**src/rtl/conj_burst_arbiter_pkg.sv**
```systemverilog
// Shared types for the two-stream conjugate burst arbiter.
// Fixed-point width, default burst length, FSM states and sideband bundle.
package conj_burst_arbiter_pkg;

  localparam int FIXED_POINT_WIDTH = 16;
  localparam int N_SC_DEFAULT      = 64;

  typedef enum logic {
    ST_IDLE  = 1'b0,
    ST_BURST = 1'b1
  } state_t;

  typedef struct packed {
    logic valid;
    logic id;
    logic sof;
    logic eof;
  } sb_t;

endpackage

```
**src/rtl/conj_burst_arbiter_if.sv**
```systemverilog
// Sample streams in, conjugated tagged stream out.
// master = sample sources / sink, slave = the arbiter.
interface conj_burst_arbiter_if #(
  parameter int DW = conj_burst_arbiter_pkg::FIXED_POINT_WIDTH
);

  logic signed [DW-1:0] req0_real;
  logic signed [DW-1:0] req0_imag;
  logic                 req0_valid;
  logic                 req0_ready;
  logic signed [DW-1:0] req1_real;
  logic signed [DW-1:0] req1_imag;
  logic                 req1_valid;
  logic                 req1_ready;
  logic signed [DW-1:0] out_real;
  logic signed [DW-1:0] out_imag;
  logic                 out_valid;
  logic                 out_id;
  logic                 out_sof;
  logic                 out_eof;
  logic                 busy;

  modport master (
    output req0_real, req0_imag, req0_valid,
    output req1_real, req1_imag, req1_valid,
    input  req0_ready, req1_ready,
    input  out_real, out_imag, out_valid,
    input  out_id, out_sof, out_eof, busy
  );

  modport slave (
    input  req0_real, req0_imag, req0_valid,
    input  req1_real, req1_imag, req1_valid,
    output req0_ready, req1_ready,
    output out_real, out_imag, out_valid,
    output out_id, out_sof, out_eof, busy
  );

endinterface

```
**src/rtl/conj_burst_arbiter_conj.sv**
```systemverilog
// Complex conjugate, one cycle latency, zero output when not valid.
// Data registers are unreset; the reset valid flag masks them.
module conjugate #(
  parameter int DW = 16
) (
  input  logic                 clk,
  input  logic                 rst,
  input  logic                 in_valid,
  input  logic signed [DW-1:0] in_real,
  input  logic signed [DW-1:0] in_imag,
  output logic signed [DW-1:0] out_real,
  output logic signed [DW-1:0] out_imag
);

  logic                 v_q;
  logic signed [DW-1:0] re_q;
  logic signed [DW-1:0] im_q;

  always_ff @(posedge clk) begin
    if (rst) v_q <= 1'b0;
    else     v_q <= in_valid;
  end

  // Negation wraps: the most negative value maps to itself
  always_ff @(posedge clk) begin
    if (in_valid) begin
      re_q <= in_real;
      im_q <= -in_imag;
    end
  end

  assign out_real = v_q ? re_q : '0;
  assign out_imag = v_q ? im_q : '0;

endmodule

```
**src/rtl/conj_burst_arbiter_rr.sv**
```systemverilog
// Round-robin whole-burst arbiter for two requesters.
// Owns the FSM, in-burst counter, owner and last grant.
module rr_burst_arbiter
  import conj_burst_arbiter_pkg::*;
#(
  parameter int N_SC  = N_SC_DEFAULT,
  parameter int CNT_W = $clog2(N_SC)
) (
  input  logic       clk,
  input  logic       rst,
  input  logic [1:0] valid,
  output logic [1:0] ready,
  output logic       accept,
  output logic       owner,
  output logic       sof,
  output logic       eof,
  output logic       busy
);

  localparam logic [CNT_W-1:0] CNT_LAST = CNT_W'(N_SC - 1);

  state_t           state;
  state_t           state_nxt;
  logic [CNT_W-1:0] cnt;
  logic [CNT_W-1:0] cnt_nxt;
  logic             owner_nxt;
  logic             last;
  logic             last_nxt;

  always_ff @(posedge clk) begin
    if (rst) begin
      state <= ST_IDLE;
      cnt   <= '0;
      owner <= 1'b0;
      last  <= 1'b1;
    end else begin
      state <= state_nxt;
      cnt   <= cnt_nxt;
      owner <= owner_nxt;
      last  <= last_nxt;
    end
  end

  always_comb begin
    state_nxt = state;
    cnt_nxt   = cnt;
    owner_nxt = owner;
    last_nxt  = last;
    unique case (state)
      ST_IDLE: begin
        if (|valid) begin
          owner_nxt = (&valid) ? ~last : valid[1];
          cnt_nxt   = '0;
          state_nxt = ST_BURST;
        end
      end
      ST_BURST: begin
        if (accept) begin
          if (eof) begin
            cnt_nxt   = '0;
            last_nxt  = owner;
            state_nxt = ST_IDLE;
          end else begin
            cnt_nxt = cnt + 1'b1;
          end
        end
      end
      default: state_nxt = ST_IDLE;
    endcase
  end

  // Readies depend on state and owner only, never on valid
  always_comb begin
    ready  = '0;
    busy   = 1'b0;
    unique case (1'b1)
      (state == ST_BURST): begin
        busy         = 1'b1;
        ready[owner] = 1'b1;
      end
      default: ;
    endcase
    accept = busy & valid[owner];
    sof    = (cnt == '0);
    eof    = (cnt == CNT_LAST);
  end

endmodule

```
**src/rtl/conj_burst_arbiter.sv**
```systemverilog
// Shares one conjugate unit between two sample streams by whole bursts.
// Output is re-tagged with stream id and burst framing, two cycles after accept.
module conj_burst_arbiter
  import conj_burst_arbiter_pkg::*;
#(
  parameter int DW   = FIXED_POINT_WIDTH,
  parameter int N_SC = N_SC_DEFAULT
) (
  input logic                 clk,
  input logic                 rst,
  conj_burst_arbiter_if.slave bus
);

  logic [1:0]           ready;
  logic                 accept;
  logic                 owner;
  logic                 sof;
  logic                 eof;
  logic signed [DW-1:0] in_real;
  logic signed [DW-1:0] in_imag;
  logic signed [DW-1:0] c_real;
  logic signed [DW-1:0] c_imag;
  sb_t                  s1;

  rr_burst_arbiter #(
    .N_SC (N_SC)
  ) u_arb (
    .clk    (clk),
    .rst    (rst),
    .valid  ({bus.req1_valid, bus.req0_valid}),
    .ready  (ready),
    .accept (accept),
    .owner  (owner),
    .sof    (sof),
    .eof    (eof),
    .busy   (bus.busy)
  );

  assign bus.req0_ready = ready[0];
  assign bus.req1_ready = ready[1];

  assign in_real = owner ? bus.req1_real : bus.req0_real;
  assign in_imag = owner ? bus.req1_imag : bus.req0_imag;

  conjugate #(
    .DW (DW)
  ) u_conj (
    .clk      (clk),
    .rst      (rst),
    .in_valid (accept),
    .in_real  (in_real),
    .in_imag  (in_imag),
    .out_real (c_real),
    .out_imag (c_imag)
  );

  // Sideband travels beside the conjugate's internal register
  always_ff @(posedge clk) begin
    if (rst) begin
      s1 <= '0;
    end else begin
      s1 <= '{valid: accept,
              id:    accept & owner,
              sof:   accept & sof,
              eof:   accept & eof};
    end
  end

  always_ff @(posedge clk) begin
    if (rst) begin
      bus.out_valid <= 1'b0;
      bus.out_id    <= 1'b0;
      bus.out_sof   <= 1'b0;
      bus.out_eof   <= 1'b0;
      bus.out_real  <= '0;
      bus.out_imag  <= '0;
    end else begin
      bus.out_valid <= s1.valid;
      bus.out_id    <= s1.id;
      bus.out_sof   <= s1.sof;
      bus.out_eof   <= s1.eof;
      bus.out_real  <= c_real;
      bus.out_imag  <= c_imag;
    end
  end

endmodule

```
**src/flat_wrapper.sv**
```systemverilog
// flat-port wrapper written by rule: the top's interface ports become plain ports
module conj_burst_arbiter_flat import conj_burst_arbiter_pkg::*;
#(
  parameter int DW   = FIXED_POINT_WIDTH,
  parameter int N_SC = N_SC_DEFAULT
)
  (clk, rst, bus_req0_real, bus_req0_imag, bus_req0_valid, bus_req1_real, bus_req1_imag, bus_req1_valid, bus_req0_ready, bus_req1_ready, bus_out_real, bus_out_imag, bus_out_valid, bus_out_id, bus_out_sof, bus_out_eof, bus_busy);
  conj_burst_arbiter_if #(.DW(DW)) bus_i ();
  input logic clk;
  input logic rst;
  input wire logic [$bits(bus_i.req0_real)-1:0] bus_req0_real;
  input wire logic [$bits(bus_i.req0_imag)-1:0] bus_req0_imag;
  input wire logic [$bits(bus_i.req0_valid)-1:0] bus_req0_valid;
  input wire logic [$bits(bus_i.req1_real)-1:0] bus_req1_real;
  input wire logic [$bits(bus_i.req1_imag)-1:0] bus_req1_imag;
  input wire logic [$bits(bus_i.req1_valid)-1:0] bus_req1_valid;
  output wire logic [$bits(bus_i.req0_ready)-1:0] bus_req0_ready;
  output wire logic [$bits(bus_i.req1_ready)-1:0] bus_req1_ready;
  output wire logic [$bits(bus_i.out_real)-1:0] bus_out_real;
  output wire logic [$bits(bus_i.out_imag)-1:0] bus_out_imag;
  output wire logic [$bits(bus_i.out_valid)-1:0] bus_out_valid;
  output wire logic [$bits(bus_i.out_id)-1:0] bus_out_id;
  output wire logic [$bits(bus_i.out_sof)-1:0] bus_out_sof;
  output wire logic [$bits(bus_i.out_eof)-1:0] bus_out_eof;
  output wire logic [$bits(bus_i.busy)-1:0] bus_busy;
  assign bus_i.req0_real = bus_req0_real;
  assign bus_i.req0_imag = bus_req0_imag;
  assign bus_i.req0_valid = bus_req0_valid;
  assign bus_i.req1_real = bus_req1_real;
  assign bus_i.req1_imag = bus_req1_imag;
  assign bus_i.req1_valid = bus_req1_valid;
  assign bus_req0_ready = bus_i.req0_ready;
  assign bus_req1_ready = bus_i.req1_ready;
  assign bus_out_real = bus_i.out_real;
  assign bus_out_imag = bus_i.out_imag;
  assign bus_out_valid = bus_i.out_valid;
  assign bus_out_id = bus_i.out_id;
  assign bus_out_sof = bus_i.out_sof;
  assign bus_out_eof = bus_i.out_eof;
  assign bus_busy = bus_i.busy;
  conj_burst_arbiter #(.DW(DW), .N_SC(N_SC)) u_core (.clk(clk), .rst(rst), .bus(bus_i));
endmodule
```
**config.mk**
```make
export PLATFORM = sky130hd
export DESIGN_NAME = conj_burst_arbiter_flat
export DESIGN_NICKNAME = d
export VERILOG_FILES = /design/src/rtl/conj_burst_arbiter_pkg.sv /design/src/rtl/conj_burst_arbiter_if.sv /design/src/rtl/conj_burst_arbiter_conj.sv /design/src/rtl/conj_burst_arbiter_rr.sv /design/src/rtl/conj_burst_arbiter.sv /design/src/flat_wrapper.sv
export SDC_FILE = /design/constraint.sdc
export NUM_CORES = 1
export LEC_CHECK = 0
export CORE_MARGIN = 4
export CORE_UTILIZATION = 50
export CTS_CLUSTER_SIZE = 14
export DETAILED_ROUTE_END_ITERATION = 6
export PLACE_DENSITY = 0.84
export REMOVE_ABC_BUFFERS = 1
export SETUP_SLACK_MARGIN = 0.02
export SLEW_MARGIN = 40
export SYNTH_ARGS = -nofsm -noshare
export SYNTH_HDL_FRONTEND = slang
export SYNTH_HIERARCHICAL = 1
export SYNTH_SLANG_ARGS = --single-unit
```
**constraint.sdc**
```tcl
create_clock -name clk -period 6.6 [get_ports clk]
set_input_delay 1.98 -clock clk [delete_from_list [all_inputs] [get_ports clk]]
set_output_delay 1.98 -clock clk [all_outputs]
set_load 0.03 [all_outputs]
```
==> results.txt, run 1 <==
The run finished with clean final reports. The number of sinks handled by clock tree synthesis came out at 82. The most common cell in the synthesized netlist is dfxtp_1. Yosys attributes the largest share of cell area to dfxtp_1 28%, edfxtp_1 27%, mux2_4 12%, nor2b_1 6.1%, and2_1 5.7%. The nature of the critical path endpoint is a primary output.

The register area share after synthesis is 0.543. For the final database, setup skew stands at 7.44 ps. The count of final setup violators came out at 0. The HPWL after detailed placement is 4650 µm. The filler cell count came out at 518. The top fanout value on the critical path is 32. TritonCTS created 9 clock buffers. The overall routed net length came out at 6220 µm.

The yosys synthesis warning count came out at 6. The via count of the first global-routing pass is 2273. The post-route clock period utilization is 0.600. The leading register cell type out of synthesis is dfxtp_1. The number of cell instances on the worst register-to-register path came out at 8. The area inside the core boundary came out at 6910 µm².

Each instance of the synthesized netlist takes up on average 12.5 µm². The critical path goes through buf_4 -> nor2_1 -> clkdlybuf4s50_1. The number of storage elements in the synthesis netlist is 82. The number of nets in the finished design came out at 467. The starting utilization of the core area came out at 0.523. The detailed-route via count came out at 2356. The cell area power density is 210 nW/µm². The congestion estimate from routability-driven global placement came to 0.748. The first global-routing pass estimated 10000 µm of wire. The floorplan step defined a die boundary enclosing 8650 µm². The critical path depth in cells is 3. The gate count of the mapped netlist is 289. The level count of the clock H-tree is 3. The count of flip-flops with a built-in enable after synthesis is 32. The worst endpoint required time is 4620 ps. The worst setup path is of the register to primary output kind. The share of the synthesized area in the top cell type came out at 0.277.

The insertion delay of the later-clocked pin in the worst-skew pair came out at 340 ps. Before antenna repair, the detailed router went through 4 iterations. In this run the horizontal extent of the chip is 93.0 µm.

In the synthesized netlist, the cells that appear most often are 50 x dfxtp_1, 35 x nor2b_1, 33 x and2_1, 32 x edfxtp_1, 30 x mux2_4. The transition time of the tightest slew-check pin is 518 ps. The clock passes through at most 2 buffers. IR analysis of the VDD net gives a maximum drop of 91.8 µV. The share of post-route cells with drive strength above 1 is 0.162. Timing would allow up to 252 MHz. The initial antenna violation count came out at 0. The count of nets left with antenna violations once routing finished came out at 0.

The total of hold buffers inserted after clock tree synthesis came out at 0. The final number of max-transition violations is 0. Setup repair after global routing left no endpoint under its margin. Counting both buffers and inverters, the worst setup path holds a total of 2. In the routed design, unresolved DRC markers number 0.

The cell area that synthesis handed to floorplanning was 3610 µm². The number of inserted diodes came out at 0. The depth of the worst hold-timing path came out at 1. After synthesis, the netlist uses 43 different library cells.

The aggregate global routing overflow came out at 0. The global routing usage summed across all routing layers came out at 0.150. Relative to the synthesized area, the layout overhead comes to 35.4%.

Data arrives at the worst endpoint at 1980 ps. The nature of the critical path startpoint is a register. Entering global routing, the biggest net connects 51 pins. Summed over all cells, the static leakage comes to 1.83 nW. The number of maximum-capacitance violations is 0.

The final critical delay including setup and external delays came out at 3960 ps. The number of endpoints with negative hold slack in the final report came out at 0. The CTS clock-pin slew for the worst setup and hold paths came out at 80 ps.

The largest individual stage delay along the critical path comes from the cell clkdlybuf4s50_1. On the worst path, the slowest cell contributes a delay of 610 ps. TritonCTS built the clock tree. The post-detailed-route via-to-cell ratio is 4.74. The die boundary height came out at 93.0 µm.

Buffers added to address setup during post-CTS repair amount to 0. Buffers placed on the I/O ports in this run total 106. Counting tap cells, the placed design contains a total of 481 instances. The cell sitting at the root of the clock tree is a clkbuf_8. The sum of negative setup slack is 0 ps. In this run the tightest slew margin relative to its limit is 0.655. The number of top-level pins came out at 107.

The worst hold path belongs to the class register to register. The biggest area contributor in the post-synthesis netlist is dfxtp_1. The wire length per cell after detailed routing is 12.5 µm. The count of cells resized by post-cts repair is 0. Counting flops with an async set or reset pin after synthesis yields a share of 0. The number of placement rows came out at 30. The family of cells with the greatest summed delay on the critical path is buffers and inverters.

Leaving out filler cells and counting taps, the final layout contains 497. The iteration-0 DRC count of the detailed router came out at 57.
stage by stage:
step           setup slack (ps)  utilization  hold WS, ps  cell area [µm²]  total power, W
6_report                   2640        0.708          446             4890         0.00103
5_1_grt                    2480        0.708          468             4890         0.00108
4_1_cts                    2580        0.708          451             4890         0.00104
3_5_place_dp               2580        0.681          432             4700        0.000707
3_3_place_gp               2690        0.681          419             4700        0.000703
2_1_floorplan              2730            -          414             3510        0.000640
worst paths after layout:
check,slack [ps],to,start
hold reg to reg,450,u_core/bus.out_eof$_SDFF_PP0_,u_core/s1[0]$_SDFF_PP0_
setup reg to reg,3950,u_core/u_conj/im_q[10]$_DFFE_PP_,u_core/u_arb/owner$_SDFFE_PP0P_
hold / removal,450,u_core/bus.out_eof$_SDFF_PP0_,u_core/s1[0]$_SDFF_PP0_
setup / recovery,2640,bus_req0_ready,u_core/u_arb/owner$_SDFFE_PP0P_
cells in the final DEF (no fill, tap or decap), drive strengths merged:
cell	count
clkdlybuf4s50	105
dfxtp	50
nor2b	35
and2	34
mux2	33
edfxtp	32
xnor2	10
clkbuf	10
nand3	10
nor2	9
nand2	8
inv	8
a21oi	5
clkinv	4
xor2	4
nor4	4
o21ai	4
buf	3
and2b	3
and3b	3
a31oi	3
ha	3
nor3	3
nor3b	3
and3	2
nand4	2
nand4b	2
nand3b	2
clkinvlp	1
bufinv	1
o22ai	1
or4	1
o22a	1
a211oi	1
or3	1
state kept, by name, summed over array words and instances (netlist names), 4 cells and up:
signal               flops
u_core/s1                4
u_core/u_conj/im_q      16
u_core/u_arb/cnt         6
u_core/bus.out_imag     16
u_core/bus.out_real     16
u_core/u_conj/re_q      16
layout make-up:
class / instances / area [µm²] / area share
Inverter: 8 / 30.0 / 0.00614
Clock buffer: 10 / 128 / 0.0261
Multi-Input combinational cell: 187 / 1520 / 0.310
Timing Repair Buffer: 108 / 1070 / 0.219
Tap cell: 96 / 120 / 0.0246
Sequential cell: 82 / 1960 / 0.402
Clock inverter: 6 / 57.6 / 0.0118
worst reg2reg max path: cells and delay by family, from the launching register on:
| family | cells | cell delay, ps |
|---|---|---|
| XOR/XNOR | 1 | 100 |
| flip-flops | 1 | 450 |
| buffers and inverters | 2 | 550 |
| adder cells (fa/ha/maj) | 1 | 170 |
| AND/OR/NAND/NOR | 3 | 730 |
| multiplexers | 1 | 390 |
cell families after synthesis:
kind of cell             share of synthesized area
flip-flops                                   0.543
adder cells (fa/ha/maj)                     0.0104
buffers and inverters                       0.0364
AO/OA/AOI/OAI                               0.0260
AND/OR/NAND/NOR                              0.216
multiplexers                                 0.134
XOR/XNOR                                    0.0340
power by group:
part	internal [W]	leakage [nW]	switching, W
Sequential	0.000547	0.704	0.00000729
Clock	0.000172	0.0958	0.000162
Combinational	0.0000829	1.03	0.0000561
Total	0.000802	1.83	0.000226
layer usage:
layer / GRT usage / vias to the layer above / share of wire / wire length (µm)
met3: 0.0298 / 9 / 0.059 / 364
met5: 0 / - / 0 / 0
li1: - / 1196 / - / -
met1: 0.153 / 1075 / 0.37 / 2280
met4: 0.0769 / 0 / 0.021 / 130
met2: 0.284 / 76 / 0.55 / 3450
No activity file was read; power rests on OpenSTA's default activity.
==> run 2, diff against run 1 <==
- CORE_UTILIZATION: 50 -> 47
- PLACE_DENSITY: 0.84 -> 0.8
- clock period: 6.6 -> 3.98 ns (I/O delays scaled with it)
==> run 2 against run 1 <==
Flip-flop and latch count is the same; die area grew 5.8%; clock skew is essentially flat; clock-buffer cell count grew 2; utilization shrank 4.3 points; routed wire length grew 4.1%.
==> results.txt, run 2 (same netlist as run 1, synthesis figures left out) <==
The run finished with clean final reports. The initial antenna violation count is 0 (unchanged). The area inside the core boundary came out at 7370 µm² (+6.7%). The iteration-0 DRC count of the detailed router was 136 (+140%). The level count of the clock H-tree came out at 3 (unchanged). The number of buffers created by CTS is 9 (unchanged). The number of top-level pins is 107 (unchanged). The die boundary height is 95.7 µm (+2.9%).

The placer's final routability congestion estimate came out at 0.773 (+3.4%). STA classifies the critical path startpoint as a register. The count of cells resized by post-cts repair is 0 (unchanged). The die extent in x came out at 95.7 µm (+2.9%). The top fanout value on the critical path is 16 (-50%). The post-detailed-route via-to-cell ratio came out at 4.83 (+1.8%). The number of inserted diodes is 0 (unchanged).

The first-pass GRT wire length came out at 9670 µm (-3.7%). TritonCTS built the clock tree. The share of the core filled with cells in the final layout came out at 0.665 (-0.0433). The worst slew margin relative to its limit is 0.680 (+0.0257). Setup repair after global routing left no endpoint under its margin. The final number of max-transition violations was 0 (unchanged). The die area is 9150 µm² (+5.8%). The leakage power total came out at 1.84 nW (+0.30%).

The number of buffers added for setup after CTS came to 0 (unchanged). The via count of the first global-routing pass was 2227 (-2.0%). The number of nets in the finished design was 467 (unchanged).

The number of antenna-violating nets in the routed design came out at 0 (unchanged). The post-detailed-placement half-perimeter wirelength is 4770 µm (+2.6%). The number of placement rows came out at 31 (+3.3%).

The remaining design rule violation count came out at 0 (unchanged). The transition time of the tightest slew-check pin came out at 479 ps (-38.5 ps). The worst path arrival time came out at 1860 ps (-120 ps). The maximum clock skew at final layout came out at 7.20 ps (-0.239 ps). Clock tree synthesis selected as its root buffer the cell clkbuf_8.

The pin count of the biggest net entering global routing is 51 (unchanged). The number of endpoints with negative hold slack in the final report came out at 0 (unchanged). The detailed-route via count is 2413 (+2.4%). The worst voltage drop across the vdd grid is 138 µV (+51%). Relative to the synthesized area, the layout overhead comes to 35.7%. Leaving out fill and tap cells, the most frequent cells in the layout are 105 x clkdlybuf4s50_1, 48 x dfxtp_1, 35 x nor2b_1. The final critical delay including setup and external delays is 3060 ps. The post-route clock period utilization came out at 0.768. The library cell used most frequently in the layout, excluding fill and tap cells, is clkdlybuf4s50_1. The worst setup path is of the register to primary output kind. The count of TritonRoute iterations in the first routing pass came out at 4 (unchanged). The maximum buffer depth of the clock tree is 2 (unchanged). The global routing usage summed across all routing layers came out at 0.141 (-0.00838).

The cell area power density is 348 nW/µm² (+65%). The worst endpoint required time is 2790 ps (-1830 ps). The maximum clock rate is 327 MHz. The count of input and output buffers is 106 (unchanged).

The CTS clock-pin slew for the worst setup and hold paths is 80 ps (about the same). The nature of the critical path endpoint is a primary output. The total of hold buffers inserted after clock tree synthesis is 0 (unchanged).

The insertion delay of the later-clocked pin in the worst-skew pair came out at 340 ps (about the same). The count of final setup violators came out at 0 (unchanged). The wire length per cell after detailed routing is 13.0 µm (+3.5%). The number of sinks handled by clock tree synthesis came out at 82 (unchanged). The starting utilization of the core area came out at 0.490 (-0.0328).

The aggregate global routing overflow was 0 (unchanged). The share of post-route cells with drive strength above 1 is 0.162 (unchanged). The number of maximum-capacitance violations was 0 (unchanged). The overall routed net length is 6480 µm (+4.1%). The class of the most critical hold timing path is register to register. The sum of negative setup slack was 0 ps (unchanged). The reg-to-reg setup timing slack came out at 1670 ps (-2280 ps).
run 2: cell count changes in the layout (fill, tap and decap cells not counted):
cell	delta
clkbuf_8	+1
clkbuf_16	+1
bufinv_16	-1
clkinv_2	-1
clkinvlp_4	-1
clkinv_4	+1
run 2: worst paths after layout:
check                                                      from  cells after the start                               end
worst max-delay path            u_core/u_arb/owner$_SDFFE_PP0P_                      2                    bus_req1_ready
worst min-delay path                    u_core/s1[2]$_SDFF_PP0_                      1      u_core/bus.out_id$_SDFF_PP0_
worst max register to register  u_core/u_arb/owner$_SDFFE_PP0P_                      7  u_core/u_conj/im_q[10]$_DFFE_PP_
worst min register to register          u_core/s1[2]$_SDFF_PP0_                      1      u_core/bus.out_id$_SDFF_PP0_
run 2: per-stage QoR:
stage | cells | setup slack (ps) | instance area, µm² | power (W) | hold WS, ps
5_1_grt | 500 | 814 | 4900 | 0.00178 | 476
2_1_floorplan | 277 | 892 | 3510 | 0.00106 | 414
3_3_place_gp | 484 | 853 | 4710 | 0.00117 | 416
4_1_cts | 500 | 869 | 4900 | 0.00173 | 452
3_5_place_dp | 484 | 777 | 4710 | 0.00117 | 433
6_report | 500 | 922 | 4900 | 0.00170 | 448
run 2: final cells by class:
cell class,count,area (µm²)
sequential,82,1960
clock inverter,4,23.8
multi-input combinational,187,1520
tap,99,124
clock buffer,12,166
inverter,8,30.0
timing repair buffer,108,1070
fill,555,2470
run 2: worst max-delay path: stages, from the launching register on:
cell             delay, ps
dfxtp_2                630
and2_2                 230
clkdlybuf4s50_1        660
run 2: per-layer routing:
metal  up-vias  share of wire  GRT usage
met1      1112           0.39      0.141
met5         -              0          0
met3         9          0.073     0.0339
li1       1198              -          -
met4         0          0.020     0.0782
met2        94           0.51      0.265
run 2: power breakdown:
group | total (W) | internal, W | switching (W)
Sequential | 0.000922 | 0.000907 | 0.0000148
Combinational | 0.000230 | 0.000138 | 0.0000922
Clock | 0.000551 | 0.000280 | 0.000271
Total | 0.00170 | 0.00132 | 0.000378
==> run 3, diff against run 2 <==
- clock period: 3.98 -> 3.15 ns (I/O delays scaled with it)
==> run 3 against run 2 <==
Critical path depth stayed put; sequential share of layout area down 0.45 points; via count is 2.0% lower; clock-buffer cell count rose by 1; non-clock buffer count up 1; hold slack worse by 8.6 ps; final cell count increased by 0.20%; combinational power increased by 28%; first-iteration DRC count down 32%; largest power group unchanged.
==> results.txt, run 3 (same netlist as run 1, synthesis figures left out) <==
The share of the core filled with cells in the final layout is 0.672 (+0.00747). The number of endpoints with negative hold slack in the final report came to 0 (unchanged). The CTS clock-pin slew for the worst setup and hold paths is 80 ps (about the same). The via count of the first global-routing pass is 2284 (+2.6%). Setup repair after global routing left no endpoint under its margin.

The number of top-level pins is 107 (unchanged). The critical path depth in cells was 2 (unchanged). The signal on the critical path passes through and2_2 -> clkdlybuf4s50_1. The total of hold buffers inserted after clock tree synthesis is 0 (unchanged). The iteration-0 DRC count of the detailed router came out at 93 (-32%). The area inside the core boundary is 7370 µm² (unchanged). The post-route clock period utilization is 0.861.

The worst voltage drop across the vdd grid came out at 196 µV (+42%). Based on the critical path, the design can be clocked at up to 369 MHz. The placement-stage cell area is 4730 µm² (+0.43%). The post-detailed-placement half-perimeter wirelength came out at 4810 µm (+0.78%).

The number of nets in the finished design is 468 (+0.21%). The maximum cell stage delay along the critical path came out at 660 ps (about the same). The placer's final routability congestion estimate came out at 0.756 (-2.2%).

The count of buffering cells on the critical path with inverters included is 1 (unchanged). The global routing usage summed across all routing layers came to 0.146 (+0.00459). The wire length per cell after detailed routing came to 12.9 µm (-0.22%). The count of final setup violators came out at 0 (unchanged). The family of cells with the greatest summed delay on the critical path is buffers and inverters.

The level count of the clock H-tree came out at 3 (unchanged). The pin count of the biggest net entering global routing came out at 51 (unchanged). The number of maximum-capacitance violations came to 0 (unchanged).

The slowest stage of the critical path is the clkdlybuf4s50_1 cell. The cell sitting at the root of the clock tree is a clkbuf_8. The sum of negative setup slack is 0 ps (unchanged).

The final number of max-transition violations was 0 (unchanged). The reg-to-reg setup timing slack is 870 ps (-800 ps). The number of buffers created by CTS is 9 (unchanged).

The die area came to 9150 µm² (unchanged). In the layout the commonest cells are 105 x clkdlybuf4s50_1, 48 x dfxtp_1, 35 x nor2b_1. The depth of the worst hold-timing path is 1 (unchanged). By startpoint and endpoint, the worst setup path is classified as register to primary output. The die boundary height is 95.7 µm (unchanged).

The initial antenna violation count came to 0 (unchanged). The overall routed net length came out at 6480 µm (about the same). The multi-input combinational cell area was 1520 µm² (unchanged). The worst endpoint required time was 2200 ps (-590 ps).

The share of post-route cells with drive strength above 1 came out at 0.167 (+0.00457). The first-pass GRT wire length is 10100 µm (+4.1%). The cell area after layout was 4950 µm² (+1.1%). The post-layout total power is 0.00226 W (+33%). The maximum clock skew at final layout came out at 8.17 ps (+0.972 ps). The number of placement rows was 31 (unchanged). The aggregate global routing overflow came out at 0 (unchanged).

The number of antenna-violating nets in the routed design is 0 (unchanged). The die extent in x came out at 95.7 µm (unchanged). The count of input and output buffers came out at 106 (unchanged).

The register cell area after layout came out at 1960 µm² (unchanged). The starting utilization of the core area came out at 0.490 (unchanged). The worst setup path is captured at a primary output.

The class of the most critical hold timing path is register to register. The insertion delay of the later-clocked pin in the worst-skew pair was 340 ps (about the same). The cell area power density is 456 nW/µm² (+31%). Leaving out fill and tap cells, the most frequent cell in the layout is clkdlybuf4s50_1.

The number of cell instances on the worst register-to-register path came out at 6 (-1). TritonCTS built the clock tree. The transition time of the tightest slew-check pin came out at 477 ps (-2.03 ps).

The count of TritonRoute iterations in the first routing pass is 4 (unchanged). The flow ran to the end, and the final reports show no timing, DRC or antenna violations. The final critical delay including setup and external delays is 2710 ps. The post-detailed-route via-to-cell ratio came out at 4.72 (-2.2%).

The number of buffers added for setup after CTS came out at 0 (unchanged). The filler cell count is 556 (+0.18%). The count of cells resized by post-cts repair came to 0 (unchanged). The top fanout value on the critical path came to 12 (-4). STA classifies the critical path startpoint as a register.

The detailed-route via count came out at 2364 (-2.0%). The remaining design rule violation count came out at 0 (unchanged). The leakage power total is 1.86 nW (+1.3%). The number of sinks handled by clock tree synthesis is 82 (unchanged). The layout overhead on the synthesized area is 37.2%. The number of inserted diodes came out at 0 (unchanged). The worst path arrival time came to 1770 ps (-90 ps). The maximum buffer depth of the clock tree is 2 (unchanged). The worst slew margin relative to its limit came out at 0.680 (about the same).
## run 3: worst paths after layout
check / startpoint / end
setup / recovery: u_core/u_arb/owner$_SDFFE_PP0P_ / bus_req1_ready
hold / removal: u_core/s1[3]$_SDFF_PP0_ / u_core/bus.out_valid$_SDFF_PP0_
setup reg to reg: u_core/u_arb/owner$_SDFFE_PP0P_ / u_core/u_conj/im_q[14]$_DFFE_PP_
hold reg to reg: u_core/s1[3]$_SDFF_PP0_ / u_core/bus.out_valid$_SDFF_PP0_
## run 3: power by group
group	internal [W]	leakage, nW	switching (W)
Combinational	0.000177	1.04	0.000118
Clock	0.000431	0.117	0.000369
Sequential	0.00115	0.704	0.0000170
## run 3: per-stage QoR
| stage | instances | hold slack, ps | worst slack (ps) |
|---|---|---|---|
| final | 501 | 440 | 438 |
| after global routing | 501 | 464 | 324 |
| after CTS | 501 | 441 | 401 |
| after detailed placement | 485 | 421 | 193 |
| after global placement | 485 | 421 | 272 |
| after floorplan | 277 | 414 | 149 |
## run 3: metal layers
layer / share of wire / global-route usage / up-vias
met5: 0 / 0 / -
met3: 0.071 / 0.0339 / 9
met1: 0.38 / 0.148 / 1063
met4: 0.020 / 0.0829 / 0
met2: 0.53 / 0.271 / 84
li1: - / - / 1208
## run 3: cell type report
type                       count  share of cell area
clock buffer                  13              0.0407
clock inverter                 3             0.00480
inverter                       8             0.00606
multi-input combinational    187               0.306
sequential                    82               0.396
tap                           99              0.0250
timing repair buffer         109               0.221
